==> src/rtl/alu_pkg.sv <==
// Shared ALU definitions: logic opcodes, per-result status flags and default width.
// The flag struct gains a parity bit when LOGIC_RESULT_PARITY_EN is defined.
package alu_pkg;

  localparam int unsigned LOGIC_WIDTH = 16;

  typedef enum logic [1:0] {
    OP_AND  = 2'd0,
    OP_OR   = 2'd1,
    OP_XOR  = 2'd2,
    OP_XNOR = 2'd3
  } logic_op_e;

  typedef struct packed {
    logic z;
    logic n;
    logic eq;
`ifdef LOGIC_RESULT_PARITY_EN
    logic p;
`endif
  } flags_t;

endpackage

==> src/rtl/skid_buffer2.sv <==
// Generic 2-entry valid/ready buffer with registered in_ready.
// The output register is the head entry, and skid_q holds the second entry.
module skid_buffer2 #(
  parameter int unsigned W = 8
) (
  input  logic         clk,
  input  logic         rst_n,
  input  logic         in_valid,
  output logic         in_ready,
  input  logic [W-1:0] in_payload,
  output logic         out_valid,
  input  logic         out_ready,
  output logic [W-1:0] out_payload
);

  typedef enum logic [1:0] {EMPTY, FULL1, FULL2} occ_e;

  occ_e         state;
  logic [W-1:0] skid_q;
  logic         in_xfer;
  logic         out_xfer;

  assign in_xfer  = in_valid & in_ready;
  assign out_xfer = out_valid & out_ready;

  always_ff @(posedge clk or negedge rst_n) begin
    if (!rst_n) begin
      state       <= EMPTY;
      skid_q      <= '0;
      out_payload <= '0;
      out_valid   <= 1'b0;
      in_ready    <= 1'b1;
    end else begin
      unique case (state)
        EMPTY: begin
          if (in_xfer) begin
            out_payload <= in_payload;
            out_valid   <= 1'b1;
            state       <= FULL1;
          end
        end
        FULL1: begin
          if (in_xfer && out_xfer) begin
            out_payload <= in_payload;
          end else if (in_xfer) begin
            skid_q   <= in_payload;
            in_ready <= 1'b0;
            state    <= FULL2;
          end else if (out_xfer) begin
            out_valid <= 1'b0;
            state     <= EMPTY;
          end
        end
        FULL2: begin
          // in_ready is low here, so only the output side can move
          if (out_xfer) begin
            out_payload <= skid_q;
            in_ready    <= 1'b1;
            state       <= FULL1;
          end
        end
        default: begin
          state     <= EMPTY;
          out_valid <= 1'b0;
          in_ready  <= 1'b1;
        end
      endcase
    end
  end

endmodule

==> src/rtl/logic_result_stage.sv <==
// Registered output stage for the logic unit: flags, 2-entry skid buffer, eq-hit counter.
// Optional LOGIC_RESULT_PARITY_EN adds out_p (even parity of out_data).
module logic_result_stage
  import alu_pkg::*;
#(
  parameter int unsigned WIDTH = LOGIC_WIDTH,
  parameter int unsigned CNT_W = 8
) (
  input  logic             clk,
  input  logic             rst_n,
  input  logic             in_valid,
  output logic             in_ready,
  input  logic [WIDTH-1:0] in_data,
  input  logic [1:0]       in_op,
  output logic             out_valid,
  input  logic             out_ready,
  output logic [WIDTH-1:0] out_data,
  output logic [1:0]       out_op,
  output logic             out_z,
  output logic             out_n,
  output logic             out_eq,
`ifdef LOGIC_RESULT_PARITY_EN
  output logic             out_p,
`endif
  output logic [CNT_W-1:0] eq_count,
  input  logic             clr_count
);

  localparam int unsigned PW = WIDTH + 2 + $bits(flags_t);
  localparam logic [CNT_W-1:0] CNT_MAX = '1;

  flags_t         in_flags;
  flags_t         out_flags;
  logic [PW-1:0]  in_payload;
  logic [PW-1:0]  out_payload;

  always_comb begin
    in_flags    = '0;
    in_flags.z  = (in_data == '0);
    in_flags.n  = in_data[WIDTH-1];
    in_flags.eq = (logic_op_e'(in_op) == OP_XNOR) && (&in_data);
`ifdef LOGIC_RESULT_PARITY_EN
    in_flags.p  = ^in_data;
`endif
  end

  assign in_payload = {in_data, in_op, in_flags};

  skid_buffer2 #(.W(PW)) u_skid (
    .clk         (clk),
    .rst_n       (rst_n),
    .in_valid    (in_valid),
    .in_ready    (in_ready),
    .in_payload  (in_payload),
    .out_valid   (out_valid),
    .out_ready   (out_ready),
    .out_payload (out_payload)
  );

  assign {out_data, out_op, out_flags} = out_payload;
  assign out_z  = out_flags.z;
  assign out_n  = out_flags.n;
  assign out_eq = out_flags.eq;
`ifdef LOGIC_RESULT_PARITY_EN
  assign out_p  = out_flags.p;
`endif

  always_ff @(posedge clk or negedge rst_n) begin
    if (!rst_n) begin
      eq_count <= '0;
    end else if (clr_count) begin
      eq_count <= '0;
    end else if (out_valid && out_ready && out_eq && (eq_count != CNT_MAX)) begin
      eq_count <= eq_count + CNT_W'(1);
    end
  end

endmodule
==> config.mk <==
export PLATFORM = sky130hd
export DESIGN_NAME = logic_result_stage
export DESIGN_NICKNAME = d
export VERILOG_FILES = /design/src/rtl/alu_pkg.sv /design/src/rtl/skid_buffer2.sv /design/src/rtl/logic_result_stage.sv
export SDC_FILE = /design/constraint.sdc
export NUM_CORES = 1
export LEC_CHECK = 0
export ABC_AREA = 1
export CORE_MARGIN = 2
export CORE_UTILIZATION = 35
export DETAILED_ROUTE_END_ITERATION = 10
export PLACE_DENSITY_LB_ADDON = 0.2
export SLEW_MARGIN = 5
export SYNTH_ARGS = -nofsm -noshare
export SYNTH_HDL_FRONTEND = slang
export SYNTH_SLANG_ARGS = --single-unit
export TNS_END_PERCENT = 5
==> constraint.sdc <==
create_clock -name clk -period 1.5 [get_ports clk]
set_input_delay 0.3 -clock clk [delete_from_list [all_inputs] [get_ports clk]]
set_output_delay 0.3 -clock clk [all_outputs]
set_load 0.01 [all_outputs]
==> results.py, run 1 <==
metrics = {
    "status": {
        "status": "completed",
    },
    "yosys": {
        "ys_ff_latch": 52,
        "synth_flop_cell": "dfrtp_1",
        "synth_cells": 319,
        "synth_top_area_cell": "dfrtp_1",
        "synth_area_leaders": "dfrtp_1 51%, nand2_1 18%, o211ai_1 5.7%",
        "synth_nets": 343,
        "yosysSeqAreaShare_pct": 52.0,
        "synth_most_common_cell": "nand2_1",
        "synth-warning-count": 0,
        "postSynthAreaPerCell_sq_um": 7.85,
        "synth.distinct_cells": 25,
        "async_reset_ff_share_pct": 100,
        "synth_edf_count": 0,
        "syn_area_sq_um": 2500,
        "synthTopCellsByCount": "120 x nand2_1, 51 x dfrtp_1, 34 x inv_1",
        "yosys.area.top_type_share_pct": 50.9,
    },
    "worst_setup_path": {
        "cp-start-kind": "register",
        "path_cells": "nand2_1, inv_1, nand2_1, nand2_2, nand2_4, inv_4, o211ai_1, nand2_1",
        "crit_buf_inv": 2,
        "cpPeakStageDelay_ns": 0.56,
        "cp_slowest_cell": "dfstp_2",
        "cp_max_fo": 18,
        "path_delay_family": "flip-flops",
        "worst_setup_path_end_kind": "register",
        "worstPathArrival_ns": 1.68,
        "crit_type": "reg -> reg",
        "required_ns": 1.74,
        "cpMostUsedCell": "nand2_1",
    },
    "clocking": {
        "clkTransAtPathRegs_ns": 0.09,
        "clockRootBuffer": "clkbuf_8",
        "cts.sinks": 52,
        "clkLatencyLatePin_ns": 0.30,
        "clock_path_buffers": 2,
        "numCtsBuffers": 5,
        "cts_tree": "yes",
        "ctsHtreeMaxLevel": 2,
    },
    "placement": {
        "port_buffers": 53,
        "dp_slack_ns": -0.133,
        "place_congestion": 0.871,
        "dpl.hpwl_microns": 4000,
    },
    "floorplanning": {
        "io_pins": 54,
        "rows": 30,
        "start_util_pct": 36.5,
        "fp.dieH_microns": 88.6,
        "die_width_microns": 88.6,
        "design.die.area_sq_um": 7850,
        "core_region_area_sq_um": 6870,
    },
    "finish": {
        "nets": 403,
        "seq_area_sq_um": 1300,
        "multi_input_area_sq_um": 1000,
        "synthToLayoutAreaGrowth_pct": 32.3,
        "diodes": 0,
        "layout-drive-gt1-share_pct": 7.39,
        "fill_cells": 688,
    },
    "timing": {
        "fmax_mhz": 696,
        "rsz0062_at_grt": "true",
        "min_period_ns": 1.44,
        "fin_crit_sh_pct": 95.8,
        "fin_worst_skew_ns": 0.00720,
        "hold_ws_ns": 0.484,
        "setup_ws_ns": 0.0625,
        "tightest_slew_ns": 0.278,
        "hold_violations": 0,
        "slew_headroom_pct": 81.5,
        "setup_viol": 0,
        "finalMaxSlewViolations": 0,
    },
    "global_routing": {
        "antenna_found_initial": 0,
        "grt_use_total_pct": 15.8,
        "grt_pass1_vias": 2044,
        "grt_max_degree": 53,
        "grt_overflow": 0,
        "grt_pass1_wl_microns": 9500,
    },
    "detailed_routing": {
        "first_pass_iters": 4,
        "drtIter0Drc": 97,
        "remaining_drc_errors": 0,
        "routed_wl_microns": 5670,
        "vias": 2172,
        "avgViaCountPerCell": 4.57,
        "ant_nets": 0,
        "avgRoutedWirePerCell_microns": 11.9,
    },
    "power_and_ir_drop": {
        "leakage_nw": 1.77,
        "irDropWorstVdd_v": 0.000451,
        "power_density_nw_per_um2": 802,
    },
    "min_path": {
        "min_path_type": "reg -> reg",
    },
    "flow_run": {
        "drv_cap": 0,
    },
}
==> cell usage in the layout, fill, tap and decap left out, drive strengths merged <==
cell / n
nand2: 122
dfrtp: 51
inv: 37
dlygate4sd2: 29
nor2: 27
o21ai: 22
clkdlybuf4s50: 21
o211ai: 19
nand3: 12
buf: 11
a21oi: 7
clkbuf: 5
nand4: 3
nor3: 2
bufinv: 2
dlymetal6s2s: 2
a22oi: 1
xnor2: 1
o22ai: 1
mux2i: 1
ha: 1
dlygate4sd3: 1
dfstp: 1
==> area by class of cell <==
cell class                      instances  area share (%)
Clock buffer                            5            2.08
Clock inverter                          2            1.81
Inverter                               37            4.34
Multi-Input combinational cell        219            30.2
Sequential cell                        52            39.3
Tap cell                               96            3.62
Timing Repair Buffer                   64            18.6
==> worst paths after layout <==
kind                                   startpoint                     end  slack [ns]  depth (start not counted)
hold / removal             u_skid.out_payload[11]  u_skid.out_payload[11]        0.48                          2
min in group asynchronous                   rst_n             eq_count[3]        0.53                          3
setup reg to reg                  u_skid.in_ready  u_skid.out_payload[17]        0.06                          8
setup / recovery                  u_skid.in_ready  u_skid.out_payload[17]        0.06                          8
hold reg to reg            u_skid.out_payload[11]  u_skid.out_payload[11]        0.48                          2
max in group asynchronous                   rst_n         u_skid.in_ready        0.70                          3
==> metrics by stage <==
step | cells | setup TNS (ns) | utilization, % | power, W | cell area [sq um]
2_1_floorplan | 319 | 0 | - | 0.00146 | 2500
3_3_place_gp | 466 | -2.53 | 46.5 | 0.00158 | 3200
3_5_place_dp | 466 | -2.54 | 46.5 | 0.00158 | 3200
4_1_cts | 474 | -0.0886 | 48.0 | 0.00270 | 3300
5_1_grt | 475 | -0.862 | 48.3 | 0.00276 | 3310
6_report | 475 | 0 | 48.3 | 0.00266 | 3310
==> report_power, final <==
group          internal, W   switching [W]  leakage (nW)
sequential         0.00140  0.000000000122         0.685
clock             0.000657        0.000452        0.0642
combinational    0.0000695       0.0000785          1.02
total              0.00213        0.000530          1.77
==> logic make-up (layout without fill, tap and decap cells) <==
logic type	Yosys count	count (layout)	synth area share, %
AO/OA/AOI/OAI	50	50	12.0
XOR/XNOR	1	1	0.350
adder cells (fa/ha/maj)	1	1	0.499
buffers and inverters	48	108	8.14
flip-flops	52	52	52.0
multiplexers	1	1	0.400
AND/OR/NAND/NOR	166	166	26.6
==> flip-flops by register name, indices dropped and copies added (netlist names) <==
register / count
u_skid.state: 2
u_skid.out_payload: 20
u_skid.skid_q: 20
u_skid.out_valid: 1
eq_count: 8
u_skid.in_ready: 1
==> repair_timing <==
action / 4_1_cts / 5_1_grt
hold buffers: 1 / 0
resized for setup: 30 / 5
hold endpoints to repair: 51 / 0
setup endpoints to repair: 30 / 29
buffers inserted: 0 / 1
==> metal layers <==
metal | wire, microns | part of all wire [%] | track usage [%]
met5 | 0 | 0 | 0
met4 | 59 | 1.0 | 4.55
met3 | 216 | 3.8 | 3.08
met2 | 2650 | 47 | 25.4
met1 | 2740 | 48 | 21.9
==> tightest hold or removal path, delay by kind of cell, from the launching register on <==
kind          cells  cell delay (ns)
flops             1             0.35
simple gates      2             0.11
Power figures use the tool's default switching activity.
==> run 2: changes to the inputs <==
--- a/config.mk
+++ b/config.mk
@@ -9,7 +9,9 @@
 export CORE_MARGIN = 2
 export CORE_UTILIZATION = 35
 export DETAILED_ROUTE_END_ITERATION = 10
+export GPL_TIMING_DRIVEN = 0
 export PLACE_DENSITY_LB_ADDON = 0.2
+export SETUP_SLACK_MARGIN = 0.3
 export SLEW_MARGIN = 5
 export SYNTH_ARGS = -nofsm -noshare
 export SYNTH_HDL_FRONTEND = slang
==> constraint.sdc (replaced) <==
create_clock -name clk -period 1.5 [get_ports clk]
set_input_delay 0.3 -clock clk [delete_from_list [all_inputs] [get_ports clk]]
set_output_delay 0.3 -clock clk [all_outputs]
set_load 0.005 [all_outputs]
==> results.py, run 2 (synthesis gave the netlist of run 1 again) <==
metrics = {
    "detailed_routing": {
        "vias": 2345,
        "routed_wl_microns": 6330,
        "avgViaCountPerCell": 4.66,
        "drtIter0Drc": 84,
        "avgRoutedWirePerCell_microns": 12.6,
        "ant_nets": 0,
        "first_pass_iters": 4,
        "remaining_drc_errors": 0,
    },
    "power_and_ir_drop": {
        "pwr-share-comb_pct": 6.7,
        "p_switching_w": 0.000532,
        "power_density_nw_per_um2": 645,
        "irDropWorstVdd_v": 0.000421,
        "seq_power_share_pct": 60.3,
        "power_frac_clock_pct": 33.0,
        "leakage_nw": 1.89,
        "swShare_pct": 22.9,
        "p_int_w": 0.00179,
    },
    "timing": {
        "finalMaxSlewViolations": 0,
        "fmax_mhz": 721,
        "hold_violations": 0,
        "hold_ws_ns": 0.476,
        "fin_worst_skew_ns": 0.00542,
        "tightest_slew_ns": 0.458,
        "slew_headroom_pct": 69.5,
        "rsz0062_at_grt": "true",
        "min_period_ns": 1.39,
        "setup_viol": 0,
        "fin_crit_sh_pct": 92.5,
    },
    "finish": {
        "synthToLayoutAreaGrowth_pct": 43.6,
        "layout_common_cells": "110 x nand2_1, 50 x dfrtp_1, 31 x inv_1",
        "layout-drive-gt1-share_pct": 17.9,
        "stdcell_count": 503,
        "final_common_cell": "nand2_1",
        "diodes": 0,
        "fill_cells": 672,
        "reg.largest.list": "u_skid.out_payload (20), u_skid.skid_q (20), eq_count (8)",
        "nets": 431,
    },
    "floorplanning": {
        "core_region_area_sq_um": 6870,
        "fp.dieH_microns": 88.6,
        "start_util_pct": 36.5,
        "io_pins": 54,
        "die_width_microns": 88.6,
        "design.die.area_sq_um": 7850,
        "rows": 30,
    },
    "clocking": {
        "clkLatencyLatePin_ns": 0.30,
        "cts.sinks": 52,
        "clkTransAtPathRegs_ns": 0.09,
        "cts_tree": "yes",
        "numCtsBuffers": 5,
        "ctsHtreeMaxLevel": 2,
        "clockRootBuffer": "clkbuf_8",
        "clock_path_buffers": 2,
    },
    "global_routing": {
        "grt_max_degree": 35,
        "antenna_found_initial": 0,
        "grt_pass1_vias": 2290,
        "grt_use_total_pct": 17.0,
        "grt_overflow": 0,
        "grt_pass1_wl_microns": 10400,
    },
    "placement": {
        "port_buffers": 53,
        "place_congestion": 0.811,
        "dp.cells": 469,
        "dpl.hpwl_microns": 4340,
    },
    "worst_setup_path": {
        "cpMostUsedCell": "nand2_4",
        "cp_slowest_cell": "dfstp_2",
        "crit_type": "reg -> reg",
        "cpPeakStageDelay_ns": 0.54,
        "path_delay_family": "flip-flops",
        "cp-start-kind": "register",
        "crit_buf_inv": 4,
        "required_ns": 1.74,
        "path_cells": "buf_6, nand2_4, inv_4, nand2_4, nand2_4, nand2_8, clkinv_8, clkbuf_16, o211ai_1, nand2_1",
        "cp_max_fo": 6,
        "worstPathArrival_ns": 1.63,
        "worst_setup_path_end_kind": "register",
    },
    "flow_run": {
        "drv_cap": 0,
    },
    "min_path": {
        "min_path_type": "in -> async",
    },
    "status": {
        "status": "completed",
    },
}
==> run 2: repair_timing <==
| action | CTS | global route |
|---|---|---|
| cloned | 0 | 1 |
| hold buffers | 1 | 0 |
| resized for setup | 50 | 48 |
| endpoints found under the setup margin | 80 | 83 |
| endpoints found under the hold margin | 18 | 0 |
| pin swaps | 0 | 10 |
| buffers inserted | 18 | 7 |
==> run 2: layout make-up <==
class | count | area (sq um) | share of cell area [%]
flip-flops and latches | 52 | 1300 | 36.2
multi-input cells | 219 | 1090 | 30.4
repair buffers | 81 | 741 | 20.6
inverters | 37 | 166 | 4.63
well taps | 96 | 120 | 3.34
plain buffers | 11 | 95.1 | 2.64
clock buffers | 6 | 72.6 | 2.02
clock inverters | 1 | 5.00 | 0.139
==> run 2: metrics by stage <==
step / total power, W / util, % / TNS, ns / instance area (sq um) / worst slack [ns]
2_1_floorplan: 0.00146 / - / 0 / 2510 / 0.248
3_3_place_gp: 0.00157 / 46.1 / -88.69 / 3170 / -1.60
3_5_place_dp: 0.00158 / 46.3 / -6.76 / 3180 / -0.243
4_1_cts: 0.00235 / 49.4 / 0 / 3400 / 0.0483
5_1_grt: 0.00242 / 52.4 / 0 / 3600 / 0.0397
6_report: 0.00232 / 52.4 / 0 / 3600 / 0.112
==> run 2: worst register-to-register path, cell delays in order, from the launching register on <==
cell       delay (ns)
dfstp_2          0.54
buf_6            0.10
nand2_4          0.05
inv_4            0.07
nand2_4          0.05
nand2_4          0.09
nand2_8          0.07
clkinv_8         0.08
clkbuf_16        0.13
o211ai_1         0.08
nand2_1          0.08
==> run 2: per-layer routing <==
layer | GRT usage [%] | vias to the layer above | part of all wire [%]
li1 | - | 1188 | -
met1 | 23.1 | 1110 | 47
met2 | 28.1 | 42 | 48
met3 | 2.71 | 5 | 3.7
met4 | 4.82 | 0 | 0.70
met5 | 0 | - | 0
==> run 2: final timing paths <==
kind	slack, ns	end	startpoint	cells after the start
max in group asynchronous	0.43	u_skid.in_ready	rst_n	3
worst min register to register	0.48	u_skid.out_payload[16]	u_skid.out_payload[16]	2
min in group clk	0.48	u_skid.out_payload[16]	u_skid.out_payload[16]	2
worst max register to register	0.11	u_skid.out_payload[16]	u_skid.in_ready	10
worst min-delay path	0.48	eq_count[4]	rst_n	2
worst max-delay path	0.11	u_skid.out_payload[16]	u_skid.in_ready	10
==> run 2: power groups by stage <==
| stage | sequential, W | combinational [W] | clock, W |
|---|---|---|---|
| 6_report | 0.00140 | 0.000156 | 0.000766 |
| 5_1_grt | 0.00140 | 0.000174 | 0.000848 |
| 4_1_cts | 0.00140 | 0.000151 | 0.000796 |
| 3_5_place_dp | 0.00143 | 0.000147 | 0 |
| 3_3_place_gp | 0.00143 | 0.000143 | 0 |
| 2_1_floorplan | 0.00143 | 0.0000319 | 0 |
